## src/rtl/decode_stage.sv

```systemverilog
// Decode/register-read stage ahead of the ALU: splits RV32 instructions into ALU fields,
// reads operands from a 32x32 register file and stalls on pending destination registers.
module decode_stage #(
    parameter bit BYPASS = 1'b1
) (
    input  logic        clk,
    input  logic        rst,
    input  logic        instr_valid,
    input  logic [31:0] instr,
    output logic        instr_ready,
    input  logic        wb_en,
    input  logic [4:0]  wb_addr,
    input  logic [31:0] wb_data,
    output logic        ex_valid,
    input  logic        ex_ready,
    output logic [6:0]  opcode,
    output logic [6:0]  funct7,
    output logic [2:0]  funct3,
    output logic [11:0] imm,
    output logic [31:0] rs1_val,
    output logic [31:0] rs2_val,
    output logic [4:0]  rd_addr,
    output logic        illegal
);

    logic [31:0] rf [32];
    logic [31:0] pending;
    logic [31:0] pending_nxt;

    logic [6:0]  op;
    logic [4:0]  rs1, rs2, rd;
    logic [2:0]  f3;
    logic        is_r, is_i, is_u, legal, shift_imm;
    logic [31:0] use_mask, clr_mask;
    logic        hazard, accept;
    logic [31:0] rs1_fwd, rs2_fwd;
    logic [6:0]  d_funct7;
    logic [11:0] d_imm;
    logic [31:0] d_rs1, d_rs2;

    assign op  = instr[6:0];
    assign rd  = instr[11:7];
    assign f3  = instr[14:12];
    assign rs1 = instr[19:15];
    assign rs2 = instr[24:20];

    assign is_r      = (op == 7'b0110011);
    assign is_i      = (op == 7'b0010011);
    assign is_u      = (op == 7'b0110111) || (op == 7'b0010111);
    assign legal     = is_r || is_i || is_u;
    assign shift_imm = is_i && ((f3 == 3'b001) || (f3 == 3'b101));

    // Only registers the instruction actually uses can stall it; x0 never does.
    always_comb begin
        use_mask = '0;
        if (is_r || is_i) use_mask[rs1] = 1'b1;
        if (is_r)         use_mask[rs2] = 1'b1;
        if (legal)        use_mask[rd]  = 1'b1;
        use_mask[0] = 1'b0;
    end

    always_comb begin
        clr_mask = '0;
        if (BYPASS && wb_en) clr_mask[wb_addr] = 1'b1;
    end

    assign hazard      = |(use_mask & pending & ~clr_mask);
    assign instr_ready = !rst && (!ex_valid || ex_ready) && !hazard;
    assign accept      = instr_valid && instr_ready;

    assign rs1_fwd = (rs1 == 5'd0) ? '0 :
                     (BYPASS && wb_en && (wb_addr == rs1)) ? wb_data : rf[rs1];
    assign rs2_fwd = (rs2 == 5'd0) ? '0 :
                     (BYPASS && wb_en && (wb_addr == rs2)) ? wb_data : rf[rs2];

    // Illegal opcodes keep R-type field slicing but carry no operands.
    assign d_funct7 = (is_r || shift_imm || !legal) ? instr[31:25] : '0;
    assign d_imm    = shift_imm       ? {7'b0, instr[24:20]} :
                      (is_i || is_u)  ? instr[31:20] : '0;
    assign d_rs1    = (is_r || is_i) ? rs1_fwd : '0;
    assign d_rs2    = is_r ? rs2_fwd : '0;

    // Set after clear so an issue to the register being written back stays pending.
    always_comb begin
        pending_nxt = pending;
        if (wb_en) pending_nxt[wb_addr] = 1'b0;
        if (accept && legal && (rd != 5'd0)) pending_nxt[rd] = 1'b1;
    end

    always_ff @(posedge clk or posedge rst) begin
        if (rst) begin
            for (int unsigned i = 0; i < 32; i++) rf[i] <= '0;
            pending <= '0;
        end else begin
            if (wb_en && (wb_addr != 5'd0)) rf[wb_addr] <= wb_data;
            pending <= pending_nxt;
        end
    end

    always_ff @(posedge clk or posedge rst) begin
        if (rst) begin
            ex_valid <= 1'b0;
            opcode   <= '0;
            funct7   <= '0;
            funct3   <= '0;
            imm      <= '0;
            rs1_val  <= '0;
            rs2_val  <= '0;
            rd_addr  <= '0;
            illegal  <= 1'b0;
        end else if (accept) begin
            ex_valid <= 1'b1;
            opcode   <= op;
            funct7   <= d_funct7;
            funct3   <= f3;
            imm      <= d_imm;
            rs1_val  <= d_rs1;
            rs2_val  <= d_rs2;
            rd_addr  <= rd;
            illegal  <= !legal;
        end else if (ex_ready) begin
            ex_valid <= 1'b0;
        end
    end

endmodule

```

## config.mk

```make
export PLATFORM = sky130hd
export DESIGN_NAME = decode_stage
export DESIGN_NICKNAME = d
export VERILOG_FILES = /design/src/rtl/decode_stage.sv
export SDC_FILE = /design/constraint.sdc
export NUM_CORES = 2
export LEC_CHECK = 0
export BUFFER_PORTS_ARGS = -buffer_cell sky130_fd_sc_hd__buf_2
export CORE_MARGIN = 4
export CORE_UTILIZATION = 46
export CTS_BUF_LIST = sky130_fd_sc_hd__clkbuf_2
export CTS_CLUSTER_SIZE = 14
export DETAILED_ROUTE_END_ITERATION = 10
export GPL_TIMING_DRIVEN = 0
export RECOVER_POWER = 25
export SETUP_SLACK_MARGIN = 0.5
export SLEW_MARGIN = 20
export SYNTH_ARGS = -nofsm -noshare
export SYNTH_HDL_FRONTEND = slang
export SYNTH_SLANG_ARGS = --single-unit
```

## constraint.sdc

```tcl
create_clock -name clk -period 39.4 [get_ports clk]
set_input_delay 3.94 -clock clk [delete_from_list [all_inputs] [get_ports clk]]
set_output_delay 3.94 -clock clk [all_outputs]
set_load 0.005 [all_outputs]
```

==> flow_metrics.tcl <==
set metrics [dict create \
    setup.worst_path.start "rst" \
    start_util_pct 46.6 \
    top_layer_used "met4" \
    clock-sinks 1155 \
    clockBufferDepth 4 \
    io_buffers 168 \
    synth_fp_nets 4089 \
    rows 131 \
    yosys_most_used_dff "dfrtp_1" \
    synth_top_cell_area_share_pct 48.4 \
    setup_tns_ns 0 \
    dr_total_vias 43870 \
    max_stage_delay_ns 2.92 \
    hold_viol 0 \
    outcome "finished, violations left" \
    cp_common_cell "buf_2" \
    yosysWarnings 0 \
    drv_cap 8 \
    overflow 0 \
    slowest_stage "clkbuf_1" \
    syn_area_mm2 0.0597 \
    worstHoldStart "rf[1004]" \
    drt_iter0_drc 5504 \
    tritoncts "done" \
    cp-end-kind "primary output" \
    peakVddDrop_mv 0.0229 \
    drcViolationCount 0 \
    root_buffer "clkbuf_2" \
    ctsResizeCount 0 \
    dieArea_mm2 0.136 \
    min_period_ns 13.59 \
    ys_seq_elements 1155 \
    hpwlAfterDp_um 158000 \
    fin_nets 4608 \
    post-route-util_pct 51.4 \
    wl_met1_um 90200 \
    dieHeight_um 368 \
    boundaryPins 175 \
    synth.area.top_cells "dfrtp_1 (48%), mux2_2 (20%), mux4_2 (19%), a22oi_1 (2.4%), clkbuf_1 (2.1%)" \
    wl_um 241000 \
    antenna_found_initial 10 \
    critPathKind "input pin to primary output" \
    violations "capacitance limit, slew limit" \
    slew_viol_final 602 \
    max_clock_freq_ghz 0.0736 \
    worstHoldPathType "flop to flop" \
    r2r_start "pending[22]" \
    grt_pass1_vias 43889 \
    wl_per_cell_um 37.3 \
    grt_max_degree 101 \
    cts-buffers-inserted 324 \
    wl_met2_um 105000 \
    power_w 0.00302 \
    path_clk_slew_ns 0.09 \
    critical_path_required_ns 35.46 \
    insertion_delay_ns 1.71 \
    antenna_left 0 \
    yosysSeqAreaShare_pct 48.4 \
    rsz0062_at_grt "no" \
    vias_per_cell 6.79 \
    p_per_area_mw_per_mm2 45.9 \
    first_pass_iters 8 \
    synthArstFlopShare_pct 100 \
    synth_common_cells "dfrtp_1 (1155), mux2_2 (1068), mux4_2 (513)" \
    crit_fanout 76 \
    synth_edf_count 0 \
    yosys.area.top_type "dfrtp_1" \
    multiInputGateArea_mm2 0.0290 \
    fp.coreArea_mm2 0.128 \
    fillCellCount 11264 \
    crit_buf_inv 4 \
    grt_pass1_wl_um 335000 \
    grt_usage_pct 35.3 \
    leakagePower_nw 29.1 \
    cts_hold_buf 0 \
    crit_arrival_ns 9.65 \
    period_share_pct 34.5 \
    tightest_slew_ns 5.58 \
    htree_levels 5 \
    yosysMostFrequentCell "dfrtp_1" \
    drive_gt1_share_pct 52.1 \
    path_cells "buf_2, clkinvlp_2, clkbuf_1, o21a_1, o311ai_0, or4_1, nor4b_4, buf_2" \
    die_w_um 368 \
    synthCells 4015 \
    synth.distinct_cells 72 \
    finalSetupViolCount 0 \
    start_kind "input pin" \
    gp_congestion 0.953 \
    area_delta_synth_final_pct 10.4 \
    cts_setup_buffers 0 \
    max-slew-margin-rel_pct -272 \
    dr_wl_met3_um 30900 \
    avgSynthCellArea_um2 14.9 \
    final-seq-area_mm2 0.0289 \
    cp_top_family "buffers and inverters" \
    fin_worst_skew_ns 0.117 \
]
## final timing paths
path	endpoint	slack, ns	depth (start not counted)
max	instr_ready	25.81	8
max in group asynchronous	rf[467]	28.60	4
min in group asynchronous	pending[9]	2.56	2
min reg2reg	rf[1004]	0.49	1
max reg2reg	rs1_val[21]	36.09	8
min	rf[1004]	0.49	1
## logic make-up (layout without fill, tap and decap cells)
family | Yosys count | count (layout) | share of synthesized area (%)
flops | 1155 | 1155 | 48.4
buf+inv | 476 | 1188 | 3.10
xor+xnor | 10 | 10 | 0.147
mux | 1606 | 1606 | 40.0
simple gates | 267 | 267 | 2.53
compound gates | 501 | 501 | 5.79
other cells | 0 | 8 | 0
## where the power goes
| part | leakage, nW | switching (W) | total (W) | internal, W |
|---|---|---|---|---|
| clock network | 2.04 | 0.000527 | 0.000845 | 0.000318 |
| logic | 12.2 | 0.000276 | 0.000642 | 0.000367 |
| registers | 14.9 | 0.000147 | 0.00154 | 0.00139 |
## stage by stage
| stage | hold WS, ns | cell area (um^2) | std cells | setup slack [ns] |
|---|---|---|---|---|
| 2_1_floorplan | 0.441 | 59700 | 4015 | 2.91 |
| 3_3_place_gp | 0.454 | 62700 | 5912 | -10.69 |
| 3_5_place_dp | 0.464 | 63500 | 5937 | 28.75 |
| 4_1_cts | 0.489 | 66100 | 6456 | 28.73 |
| 5_1_grt | 0.505 | 65900 | 6458 | 24.96 |
| 6_report | 0.490 | 65900 | 6464 | 25.81 |
## worst register-to-register path: stages, from the launching register on
cell	delay, ns
dfrtp_1	0.37
o21ai_0	0.19
o22ai_1	0.21
a311oi_1	0.42
a31oi_1	0.24
nor4b_4	0.47
nand2_2	0.43
buf_2	0.47
mux2_2	0.36
## sequential cells by signal, summed over array words and instances (netlist names), 5 cells and up
signal	cells
funct7	7
imm	12
opcode	7
pending	31
rd_addr	5
rf	1024
rs1_val	32
rs2_val	32
## cell usage in the layout, fill, tap and decap left out, types with 5 or more instances in the layout
cell type / netlist / final
dfrtp_1: 1155 / 1155
mux2_2: 1068 / 1068
clkbuf_2: 0 / 552
mux4_2: 513 / 513
buf_2: 32 / 262
clkbuf_1: 331 / 245
a22oi_1: 194 / 194
o21ai_0: 98 / 98
a21oi_1: 72 / 72
nand3_1: 71 / 71
a221oi_1: 65 / 65
nand2_1: 60 / 60
clkinv_1: 0 / 52
nor2_1: 32 / 31
buf_1: 90 / 27
inv_1: 18 / 17
o31ai_1: 17 / 17
mux2i_1: 16 / 16
nand2b_1: 11 / 11
o22a_1: 9 / 9
nor3_1: 11 / 9
mux2_4: 9 / 9
diode_2: 0 / 8
o22ai_1: 8 / 8
xor2_1: 8 / 8
buf_16: 0 / 8
buf_4: 3 / 7
nor4_1: 7 / 7
and3_1: 7 / 7
nor2b_1: 6 / 6
nand4_1: 6 / 6
nor4bb_1: 5 / 5
and3b_1: 5 / 5
## layout make-up
type / instances / share of cell area [%]
antenna: 8 / 0.0304
timing repair buffer: 193 / 1.81
buffer: 458 / 3.01
clock buffer: 457 / 3.47
tap: 1729 / 3.28
sequential: 1155 / 43.9
clock inverter: 62 / 0.448
multi-input combinational: 2384 / 44.0
inverter: 18 / 0.104
## metal layers
layer / global-route usage (%) / vias up
met5: 0.0712 / -
met4: 19.0 / 0
met3: 14.1 / 772
met2: 51.7 / 3057
met1: 45.0 / 23208
li1: - / 16833
(Power assumes the default switching activity.)
